[src/rtl/product_pkg.sv]
// Types and widths shared by the multiplier stage and the product accumulator.
package product_pkg;

    localparam int PROD_W        = 32;
    localparam int DEFAULT_ACC_W = 40;

    typedef enum logic {
        ACCUM = 1'b0,
        HOLD  = 1'b1
    } acc_state_t;

endpackage

[src/rtl/product_accumulator.sv]
// Sums groups of unsigned products into one dot-product result.
// A group closes on BEATS products or on i_last; results are held on a ready/valid port.
module product_accumulator
    import product_pkg::*;
#(
    parameter  int IN_W  = PROD_W,
    parameter  int ACC_W = DEFAULT_ACC_W,
    parameter  int BEATS = 4,
    localparam int CNT_W = $clog2(BEATS + 1)
) (
    input  logic             clk,
    input  logic             reset,
    output logic             i_ready,
    input  logic             i_valid,
    input  logic [IN_W-1:0]  i_payload,
    input  logic             i_last,
    output logic             o_valid,
    input  logic             o_ready,
    output logic [ACC_W-1:0] o_payload,
    output logic [CNT_W-1:0] o_count,
    output logic             o_overflow
);

    acc_state_t       state;
    logic [ACC_W-1:0] acc;
    logic [CNT_W-1:0] cnt;
    logic             ovf_sticky;

    logic [ACC_W:0]   sum;
    logic             carry;
    logic [CNT_W-1:0] nxt_cnt;
    logic             close_group;

    // One bit wider than the accumulator so the carry out is visible
    always_comb begin
        sum         = {1'b0, acc} + (ACC_W + 1)'(i_payload);
        carry       = sum[ACC_W];
        nxt_cnt     = cnt + CNT_W'(1);
        close_group = (nxt_cnt == CNT_W'(BEATS)) || i_last;
    end

    assign i_ready = (state == ACCUM);

    always_ff @(posedge clk) begin
        if (reset) begin
            state      <= ACCUM;
            acc        <= '0;
            cnt        <= '0;
            ovf_sticky <= 1'b0;
            o_valid    <= 1'b0;
            o_payload  <= '0;
            o_count    <= '0;
            o_overflow <= 1'b0;
        end else begin
            case (state)
                ACCUM: begin
                    if (i_valid) begin
                        if (close_group) begin
                            o_payload  <= sum[ACC_W-1:0];
                            o_count    <= nxt_cnt;
                            o_overflow <= ovf_sticky | carry;
                            o_valid    <= 1'b1;
                            acc        <= '0;
                            cnt        <= '0;
                            ovf_sticky <= 1'b0;
                            state      <= HOLD;
                        end else begin
                            acc        <= sum[ACC_W-1:0];
                            cnt        <= nxt_cnt;
                            ovf_sticky <= ovf_sticky | carry;
                        end
                    end
                end
                // Result stays frozen until the consumer takes it
                HOLD: begin
                    if (o_ready) begin
                        o_valid <= 1'b0;
                        state   <= ACCUM;
                    end
                end
                default: state <= ACCUM;
            endcase
        end
    end

endmodule

[config.mk]
export PLATFORM = sky130hd
export DESIGN_NAME = product_accumulator
export DESIGN_NICKNAME = d
export VERILOG_FILES = /design/src/rtl/product_pkg.sv /design/src/rtl/product_accumulator.sv
export SDC_FILE = /design/constraint.sdc
export NUM_CORES = 1
export LEC_CHECK = 0
export CAP_MARGIN = 40
export CORE_MARGIN = 4
export CORE_UTILIZATION = 35
export DETAILED_ROUTE_END_ITERATION = 10
export PLACE_DENSITY_LB_ADDON = 0.15
export SYNTH_ARGS = -nofsm -noshare
export SYNTH_HDL_FRONTEND = slang
export SYNTH_SLANG_ARGS = --single-unit
[constraint.sdc]
create_clock -name clk -period 6.4 [get_ports clk]
set_input_delay 1.28 -clock clk [delete_from_list [all_inputs] [get_ports clk]]
set_output_delay 1.28 -clock clk [all_outputs]
set_load 0.01 [all_outputs]
# Word level (Yosys, flattened, before mapping)

Cells that the tools add are included.

Register bits: 90
Input bits: 37
Output and inout port bits: 46
Logic and storage cells: 31

$add $sub $neg: 2
Equal/unequal tests: 4
Multiplexer cells: 11
Bitwise operators: 2
Reduce and logical (&&, ||, !) cells: 4

Operators by type and width:

| cell                                           | number |
|---|---|
| adder 40 x 32 -> 41 bit                        | 1 |
| 2-to-1 mux 40 bit                              | 1 |
| 2-to-1 mux 1 bit                               | 7 |
| AND reduction 3 bit                            | 2 |
| != test 2 x 1 -> 1 bit (second input constant) | 2 |
| one-hot mux 1 bit (2 select lines)             | 2 |
| adder 3 x 1 -> 3 bit (second input constant)   | 1 |
| == test 3 bit (second input constant)          | 1 |
| 2-to-1 mux 3 bit                               | 1 |
| != test 2 bit (second input constant)          | 1 |
| AND reduction 2 bit                            | 1 |
| logical OR 1 bit                               | 1 |
| inverter 1 bit                                 | 1 |
| OR 1 bit                                       | 1 |

# Longest topological paths before layout

Gate-level depths: netlist of the first run.

Depth in word-level cells: 6
Depth in mapped cells: 11
Depth with buffers taken out: 10

# Worst setup path after synthesis of the first run

No wires, ideal clock.

Kind: input to register
Start point: in i_payload[22]
End point: reg acc[35]
Setup time: 0.122 ns
Arrival time: 3.406 ns
Required time: 6.278 ns
Slack: 2.872 ns
Cell stages on the path: 11
Path buffers: 2
Cell sequence: ha_1 -> buf_2 -> a21o_1 -> a21oi_1 -> o21bai_1 -> a221oi_2 -> o21ai_1 -> a211o_1 -> buf_2 -> o2111a_1 -> a311o_1

Cells in the longest elaborated chain, start to end: 2

RTL lines:

| item                    | RTL line                  | RTL |
|---|---|---|
| from (decl)             | product_accumulator.sv:15 | `input logic [IN_W-1:0] i_payload,` |
| adder 40 x 32 -> 41 bit | product_accumulator.sv:36 | `sum = {1'b0, acc} + (ACC_W + 1)'(i_payload);` |
| 2-to-1 mux 40 bit       | product_accumulator.sv:58 | `if (close_group) begin` |
| to (signal assigned)    | product_accumulator.sv:68 | `acc <= sum[ACC_W-1:0];` |
| to (decl)               | product_accumulator.sv:25 | `logic [ACC_W-1:0] acc;` |

No other way between the ends.
A chain may end at the register's enable or synchronous reset.

# Final worst setup path of the first run

Start point: in i_payload[15]
End point: reg acc[35]

The elaborated chain is that of the path after synthesis.

==> results of run 1 <==
[logic make-up (layout without fill, tap and decap cells)]
logic type | after synthesis | in the layout | share of synthesized area
xor+xnor | 21 | 21 | 0.0344
simple gates | 249 | 249 | 0.220
buf+inv | 47 | 121 | 0.0344
flops | 90 | 90 | 0.337
compound gates | 224 | 224 | 0.291
fa+ha+maj | 35 | 35 | 0.0833
[power by group]
group / leakage (nW) / internal, W / total [W] / switching (W)
registers: 0.733 / 0.000589 / 0.000605 / 0.0000162
logic: 1.75 / 0.000134 / 0.000317 / 0.000183
clock network: 0.151 / 0.000354 / 0.000577 / 0.000223
total: 2.63 / 0.00108 / 0.00150 / 0.000422
[critical path, stage by stage]
cell	delay [ns]
clkdlybuf4s50_1	0.44
ha_1	0.43
nand4_1	0.17
nor4_1	0.29
o21a_1	0.24
o31ai_2	0.12
a211oi_2	0.68
o21ai_1	0.16
a311o_1	0.34
[path summary, 6_finish.rpt]
path / startpoint / endpoint / slack [ns]
worst max-delay path: i_payload[15] / acc[35] / 2.48
worst min-delay path: o_payload[11] / o_payload[11] / 0.45
worst max register to register: acc[10] / acc[35] / 3.55
worst min register to register: o_payload[11] / o_payload[11] / 0.45
[area by class of cell]
cell class              instances  area [um2]
clock buffers                  14         254
well taps                     184         230
inverters                      13        48.8
fillers                      1467        8100
flip-flops and latches         90        1800
repair buffers                 92         895
clock inverters                 2        60.1
multi-input cells             529        3370
[layout by cell type, fill, tap and decap left out, drive strengths merged, types with 3 or more instances in the layout]
| master | instances |
|---|---|
| a211o | 3 |
| a211oi | 8 |
| a21o | 19 |
| a21oi | 72 |
| a22o | 8 |
| a22oi | 9 |
| a311oi | 3 |
| a31oi | 8 |
| a32o | 11 |
| a41oi | 3 |
| and3 | 7 |
| buf | 11 |
| clkbuf | 14 |
| clkdlybuf4s50 | 81 |
| dfxtp | 90 |
| ha | 34 |
| inv | 13 |
| nand2 | 97 |
| nand2b | 4 |
| nand3 | 16 |
| nand3b | 12 |
| nand4 | 12 |
| nor2 | 55 |
| nor2b | 6 |
| nor3 | 11 |
| o2111ai | 3 |
| o211ai | 12 |
| o21a | 8 |
| o21ai | 26 |
| o21bai | 7 |
| o31ai | 4 |
| or3 | 16 |
| xnor2 | 12 |
| xor2 | 9 |
[cell usage after synthesis, types with 3 or more instances]
cell type / n / area (um2)
a31oi_1: 8 / 50.1
inv_1: 13 / 48.8
and3_1: 7 / 43.8
nor3_1: 11 / 55.1
nand2_1: 97 / 364
o21a_1: 8 / 60.1
a311oi_1: 3 / 26.3
o31ai_1: 3 / 22.5
a41oi_1: 3 / 26.3
o2111ai_1: 3 / 26.3
nand3b_1: 12 / 90.1
nor2b_1: 6 / 37.5
o21bai_1: 7 / 52.6
a211oi_1: 6 / 45.0
a211o_1: 3 / 26.3
o21ai_1: 4 / 20.0
a22oi_1: 9 / 67.6
o211ai_1: 11 / 82.6
nand2b_1: 4 / 25.0
xnor2_1: 12 / 105
clkbuf_1: 27 / 101
a21oi_1: 70 / 350
a22o_1: 8 / 70.1
nor2_1: 55 / 206
ha_1: 34 / 425
nand4_1: 12 / 75.1
nand3_1: 16 / 80.1
a21o_1: 19 / 143
buf_2: 6 / 30.0
o21ai_0: 21 / 105
a32o_1: 11 / 110
xor2_1: 9 / 78.8
or3_1: 15 / 93.8
dfxtp_1: 90 / 1800
[layer usage]
metal	wire length (um)	vias up	track usage
met1	7860	2501	0.259
li1	-	2610	-
met5	0	-	0
met3	873	22	0.0409
met2	7030	161	0.284
met4	248	0	0.0548
[stage by stage]
stage          worst slack, ns  utilization
2_1_floorplan             2.87            -
3_3_place_gp              2.16        0.428
3_5_place_dp              2.15        0.430
4_1_cts                   2.51        0.451
5_1_grt                   2.25        0.451
6_report                  2.48        0.451
[sequential cells by signal, summed over array words and instances, names as in the netlist]
name,count
acc,40
o_payload,40
cnt,3
o_count,3
o_overflow,1
o_valid,1
ovf_sticky,1
state,1
==> results.py, run 1 <==
metrics = {
    "sta": {
        "hold_viol": 0,
        "skew_ns": 0.00543,
        "period_minus_slack_ns": 3.92,
        "rsz0062_at_grt": "no",
        "drv_slew": 0,
        "fin_crit_sh": 0.612,
        "setup_viol": 0,
        "slew_headroom": 0.466,
        "tns_ns": 0,
        "fmax_mhz": 255,
        "hold_slack_ns": 0.451,
        "tightest_slew_ns": 0.798,
    },
    "floorplan": {
        "die_w_um": 132,
        "initial_core_util": 0.363,
        "core_mm2": 0.0148,
        "rows": 44,
        "dieArea_mm2": 0.0173,
        "die_h_um": 132,
        "ios": 83,
    },
    "finish": {
        "flow.area_growth_from_synthesis_pct": 24.4,
        "nets": 807,
        "final_cells": 924,
        "design_area_mm2": 0.00666,
        "drive_above_1_share": 0.0527,
        "n_antenna_cell": 0,
    },
    "place": {
        "io_buffers": 82,
        "place_area_mm2": 0.00634,
        "dp_hpwl_um": 11800,
        "dpl.cell_count": 908,
        "gp_congestion": 0.939,
    },
    "min_path": {
        "hold-path-cell-count": 2,
        "hold_class": "register to register",
    },
    "worst_setup_path": {
        "endpoint_kind": "register",
        "critPathLaunchType": "primary input",
        "crit_type": "primary input to register",
        "rr_worst_depth": 9,
        "critPathArrivalTime_ns": 4.15,
        "cp_max_fo": 10,
        "required_ns": 6.63,
    },
    "grt": {
        "grt_pass1_vias": 5169,
        "groute.usage.overall": 0.185,
        "grt_pass1_wl_um": 26600,
        "grt_max_degree": 72,
        "antenna_found_initial": 0,
        "grt-ovfl-total": 0,
    },
    "drt": {
        "vias": 5294,
        "drc": 0,
        "final_antenna_net_count": 0,
        "drt_wl_total_um": 16000,
        "viasPerCell": 5.73,
        "drt_pass1_iterations": 5,
        "drt-initial-drc-count": 372,
        "routedWlPerCell_um": 17.3,
    },
    "clock_tree": {
        "cts_max_path_buffers": 2,
        "clock-sinks": 90,
        "h-tree-depth": 3,
        "cts_hold_buf": 0,
        "clock_latency_ns": 0.35,
        "root_buffer": "clkbuf_16",
        "cts_tree": "built",
        "clk_pin_slew_ns": 0.06,
        "cts_made_buffers": 9,
        "cts_resized": 0,
        "post_cts_buffers": 0,
    },
    "yosys": {
        "seq_area_frac_synth": 0.337,
        "synth_area_mm2": 0.00535,
        "synth.avg_cell_area_um2": 8.03,
        "synth_cells": 666,
        "ys.flop_type": "dfxtp_1",
        "async_flop_share": 0,
        "ys.warnings.count": 0,
        "synth_seq_cells": 90,
        "synth_nets": 738,
        "synth_edf_count": 0,
        "ys_types": 65,
    },
    "pwr": {
        "power_density_mw_per_mm2": 225,
        "ir_worst_vdd_uv": 116,
        "p_leak_nw": 2.63,
        "total_power_w": 0.00150,
    },
    "job": {
        "drv_cap": 0,
    },
    "outcome": {
        "status": "completed",
    },
}
Note: power is estimated with default switching activity, not from simulation.
==> inputs of run 2 (changes only) <==
Clock period 6.4 ns to 3.77 ns, I/O delays scaled along.
==> results.py, run 2 (synthesized netlist as in run 1, its figures left out) <==
metrics = {
    "grt": {
        "top_usage_layer": "met2",
        "grt_pass1_wl_um": 26900,
        "use_met1": 0.262,
        "grt_pass1_vias": 5298,
        "gr-usage-met2": 0.291,
        "grt_max_degree": 43,
        "groute.usage.overall": 0.188,
        "antenna_found_initial": 0,
        "use_met3": 0.0333,
        "grt-ovfl-total": 0,
    },
    "clock_tree": {
        "clock_latency_ns": 0.35,
        "post_cts_buffers": 0,
        "cts_tree": "built",
        "clk_pin_slew_ns": 0.06,
        "cts_hold_buf": 0,
        "h-tree-depth": 3,
        "clock-sinks": 90,
        "cts_max_path_buffers": 2,
        "cts_resized": 0,
        "cts_made_buffers": 9,
        "root_buffer": "clkbuf_16",
    },
    "sta": {
        "hold_viol": 0,
        "period_minus_slack_ns": 3.38,
        "fmax_mhz": 296,
        "drv_slew": 0,
        "fin_crit_sh": 0.896,
        "skew_ns": 0.00956,
        "slew_headroom": 0.494,
        "tns_ns": 0,
        "rsz0062_at_grt": "no",
        "setup_viol": 0,
        "tightest_slew_ns": 0.758,
    },
    "pwr": {
        "total_power_w": 0.00258,
        "ir_worst_vdd_uv": 189,
        "power_density_mw_per_mm2": 379,
        "p_leak_nw": 2.73,
    },
    "floorplan": {
        "dieArea_mm2": 0.0173,
        "ios": 83,
        "initial_core_util": 0.363,
        "rows": 44,
        "die_w_um": 132,
        "core_mm2": 0.0148,
        "die_h_um": 132,
    },
    "job": {
        "drv_cap": 0,
    },
    "drt": {
        "routedWlPerCell_um": 17.2,
        "final_antenna_net_count": 0,
        "viasPerCell": 5.67,
        "drt-initial-drc-count": 395,
        "vias": 5340,
        "drt_wl_total_um": 16200,
        "drc": 0,
        "drt_pass1_iterations": 6,
    },
    "worst_setup_path": {
        "slowest_delay_ns": 0.44,
        "r2r-end": "acc[38]",
        "required_ns": 4.07,
        "critPathArrivalTime_ns": 3.67,
        "path_delay_family": "compound AO/OA/AOI/OAI gates",
        "r2r_slack_ns": 0.92,
        "crit_type": "primary input to register",
        "crit_buf_inv": 1,
        "worst_path_max_delay_cell": "fa_1",
        "path_cells": "clkdlybuf4s50_1 -> ha_1 -> fa_1 -> a211oi_1 -> o21ai_1 -> nand3b_1 -> o211ai_2 -> o21ai_2 -> o211ai_1 -> a41oi_1 -> a22o_1",
        "reg2reg_from": "acc[0]",
        "endpoint_kind": "register",
        "cp_max_fo": 7,
        "rr_worst_depth": 10,
        "critPathLaunchType": "primary input",
    },
    "finish": {
        "reg_top3": "acc: 40 flops, o_payload: 40 flops",
        "finish.utilization": 0.461,
        "fill_cells": 1482,
        "design_area_mm2": 0.00680,
        "nets": 826,
        "n_antenna_cell": 0,
        "drive_above_1_share": 0.0778,
        "layout_common_cells": "97 x nand2_1, 90 x dfxtp_1, 81 x clkdlybuf4s50_1",
        "layout_commonest_cell": "nand2_1",
        "flow.area_growth_from_synthesis_pct": 27.1,
    },
    "min_path": {
        "hold_class": "register to register",
        "hold-path-endpoint": "o_payload[12]",
        "min_from": "o_payload[12]",
        "hold-path-cell-count": 2,
    },
    "place": {
        "place_area_mm2": 0.00648,
        "gp_congestion": 0.940,
        "io_buffers": 82,
        "dp_hpwl_um": 12100,
    },
    "outcome": {
        "status": "completed",
    },
}
run 2: changes by cell type in the layout (fill, tap and decap cells not counted), sizes merged:
cell / before / now
buf: 11 / 30
clkbuf: 14 / 13
run 2: report_power, final:
part	switching, W	leakage (nW)	internal, W
clock network	0.000376	0.156	0.000614
logic	0.000315	1.84	0.000244
registers	0.0000282	0.733	0.000999
total	0.000719	2.73	0.00186
run 2: layer usage:
metal  share of wire  routed length, um
met3           0.055                896
met4           0.020                331
met1            0.48               7840
met2            0.44               7140
met5               0                  0
run 2: cell type report:
type                    instances  area [um2]  share of cell area
repair buffers                111        1030               0.152
clock inverters                 2        60.1             0.00883
clock buffers                  13         260              0.0383
inverters                      13        48.8             0.00718
well taps                     184         230              0.0339
flip-flops and latches         90        1800               0.265
multi-input cells             529        3370               0.495
run 2: how the worst max path moves through the flow:
stage | cells past startpoint | from | to | slack, ns
final | 11 | i_payload[0] | acc[38] | 0.39
after CTS | 11 | i_payload[0] | o_payload[32] | 0.38
after global placement | 10 | i_payload[1] | o_payload[31] | 0.13
after floorplan | 11 | i_payload[22] | acc[35] | 0.77
after detailed placement | 11 | i_payload[12] | o_payload[32] | 0.06
after global routing | 11 | i_payload[12] | acc[38] | 0.18
run 2: worst register-to-register path: stages (launching register included):
cell and delay (ns):
dfxtp_1 0.31, ha_1 0.23, fa_1 0.44, a211oi_1 0.25, o21ai_1 0.19, nand3b_1 0.13
o211ai_2 0.10, o21ai_2 0.39, o211ai_1 0.32, a41oi_1 0.28, a22o_1 0.14
run 2: through the flow:
| stage | setup slack (ns) | instances | hold WS, ns |
|---|---|---|---|
| floorplan | 0.768 | 666 | 0.429 |
| global placement | 0.129 | 927 | 0.443 |
| detailed placement | 0.0625 | 927 | 0.451 |
| CTS | 0.383 | 942 | 0.456 |
| global route | 0.183 | 942 | 0.477 |
| finish | 0.392 | 942 | 0.452 |
==> inputs of run 3 (changes only) <==
--- a/config.mk
+++ b/config.mk
@@ -12,2 +12,3 @@
 export PLACE_DENSITY_LB_ADDON = 0.15
+export SETUP_SLACK_MARGIN = 0.1
 export SYNTH_ARGS = -nofsm -noshare
--- a/constraint.sdc
+++ b/constraint.sdc
@@ -3,2 +3,2 @@
 set_output_delay 0.754 -clock clk [all_outputs]
-set_load 0.01 [all_outputs]
+set_load 0.1 [all_outputs]
==> results.py, run 3 (synthesized netlist as in run 1, its figures left out) <==
metrics = {
    "pwr": {
        "p_sw_frac": 0.322,
        "clkPwrFrac": 0.348,
        "ir_worst_vdd_uv": 194,
        "power_density_mw_per_mm2": 379,
        "switchingPower_w": 0.000919,
        "p_leak_nw": 3.07,
        "total_power_w": 0.00285,
        "seqPwrFrac": 0.360,
        "comb_power_share": 0.292,
        "p_int_w": 0.00193,
    },
    "finish": {
        "flow.area_growth_from_synthesis_pct": 40.5,
        "n_antenna_cell": 0,
        "layout_commonest_cell": "nand2_1",
        "nets": 872,
        "fill_cells": 1391,
        "reg_top3": "acc: 40 flops, o_payload: 40 flops",
        "drive_above_1_share": 0.131,
        "layout_common_cells": "97 x nand2_1, 90 x dfxtp_1, 81 x clkdlybuf4s50_1",
    },
    "clock_tree": {
        "clock-sinks": 90,
        "clock_latency_ns": 0.35,
        "h-tree-depth": 3,
        "cts_max_path_buffers": 2,
        "clk_pin_slew_ns": 0.06,
        "post_cts_buffers": 0,
        "cts_tree": "built",
        "cts_hold_buf": 0,
        "cts_made_buffers": 9,
        "cts_resized": 0,
        "root_buffer": "clkbuf_16",
    },
    "worst_setup_path": {
        "critPathArrivalTime_ns": 3.58,
        "endpoint_kind": "register",
        "rr_worst_depth": 10,
        "path_delay_family": "compound AO/OA/AOI/OAI gates",
        "path_cells": "clkdlybuf4s50_1 -> ha_1 -> a21oi_2 -> a21boi_1 -> a311oi_1 -> buf_4 -> o211ai_2 -> o21ai_2 -> o211a_4 -> nor2_1 -> o311ai_0",
        "worst_path_max_delay_cell": "clkdlybuf4s50_1",
        "cp_num_cells": 11,
        "cp_max_fo": 5,
        "crit_type": "primary input to register",
        "r2r_slack_ns": 0.97,
        "slowest_delay_ns": 0.43,
        "critPathLaunchType": "primary input",
        "crit_buf_inv": 2,
        "required_ns": 4.00,
    },
    "job": {
        "drv_cap": 0,
    },
    "outcome": {
        "status": "completed",
    },
    "grt": {
        "groute.usage.overall": 0.189,
        "grt_pass1_vias": 5422,
        "grt_pass1_wl_um": 27300,
        "antenna_found_initial": 0,
        "grt_max_degree": 43,
        "grt-ovfl-total": 0,
    },
    "sta": {
        "tightest_slew_ns": 0.774,
        "fin_crit_sh": 0.888,
        "fmax_mhz": 299,
        "tns_ns": 0,
        "setup_viol": 0,
        "layout_setup_ws_ns": 0.421,
        "rsz0062_at_grt": "no",
        "hold_viol": 0,
        "skew_ns": 0.00837,
        "slew_headroom": 0.484,
        "drv_slew": 0,
        "period_minus_slack_ns": 3.35,
    },
    "floorplan": {
        "dieArea_mm2": 0.0173,
        "rows": 44,
        "ios": 83,
        "die_h_um": 132,
        "core_mm2": 0.0148,
        "die_w_um": 132,
        "initial_core_util": 0.363,
    },
    "min_path": {
        "hold-path-cell-count": 2,
        "hold_class": "register to register",
    },
    "drt": {
        "vias": 5483,
        "drt_wl_total_um": 16400,
        "drc": 0,
        "drt_pass1_iterations": 7,
        "final_antenna_net_count": 0,
        "viasPerCell": 5.55,
        "drt-initial-drc-count": 464,
        "routedWlPerCell_um": 16.6,
    },
    "place": {
        "dp_hpwl_um": 12300,
        "dp_slack_ns": 0.0587,
        "io_buffers": 82,
        "gp_congestion": 0.940,
    },
}
run 3: cell types whose count changed in the layout (fill, tap and decap cells not counted):
| cell | previous run | this run |
|---|---|---|
| buf_8 | 0 | 44 |
| buf_16 | 0 | 2 |
run 3: layout make-up:
| type | count | area (um2) | area share |
|---|---|---|---|
| tap | 184 | 230 | 0.0306 |
| clock inverter | 2 | 60.1 | 0.00799 |
| timing repair buffer | 157 | 1750 | 0.233 |
| multi-input combinational | 529 | 3370 | 0.448 |
| sequential | 90 | 1800 | 0.240 |
| clock buffer | 13 | 260 | 0.0346 |
| inverter | 13 | 48.8 | 0.00649 |
run 3: worst register-to-register path, delay by kind of cell, from the launching register on:
family	cells	cell delay, ns
adder cells (fa/ha/maj)	2	0.66
AO/OA/AOI/OAI	6	1.46
flip-flops	1	0.31
AND/OR/NAND/NOR	2	0.25
run 3: final timing paths:
| kind | startpoint | end |
|---|---|---|
| setup / recovery | i_payload[12] | o_payload[32] |
| hold / removal | o_payload[11] | o_payload[11] |
| setup reg to reg | acc[0] | o_payload[32] |
| hold reg to reg | o_payload[11] | o_payload[11] |
run 3: metal layers:
metal  up-vias  GRT usage  share of wire
li1       2747          -              -
met1      2555      0.260           0.48
met2       160      0.303           0.45
met3        21     0.0325          0.055
met4         0     0.0618          0.018
met5         -          0              0
run 3: through the flow:
step | utilization | instances | instance area [um2] | hold WS (ns)
after floorplan | - | 666 | 5350 | 0.429
after global placement | 0.439 | 927 | 6480 | 0.443
after detailed placement | 0.488 | 973 | 7200 | 0.447
after CTS | 0.509 | 988 | 7520 | 0.455
after global routing | 0.509 | 988 | 7520 | 0.475
final | 0.509 | 988 | 7520 | 0.452
run 3: power by group through the flow:
stage          registers (W)  logic (W)  clock network [W]
2_1_floorplan        0.00123   0.000333                  0
3_3_place_gp         0.00105   0.000735                  0
3_5_place_dp         0.00105   0.000829                  0
4_1_cts              0.00103   0.000831            0.00102
5_1_grt              0.00103   0.000893            0.00105
6_report             0.00103   0.000831           0.000991
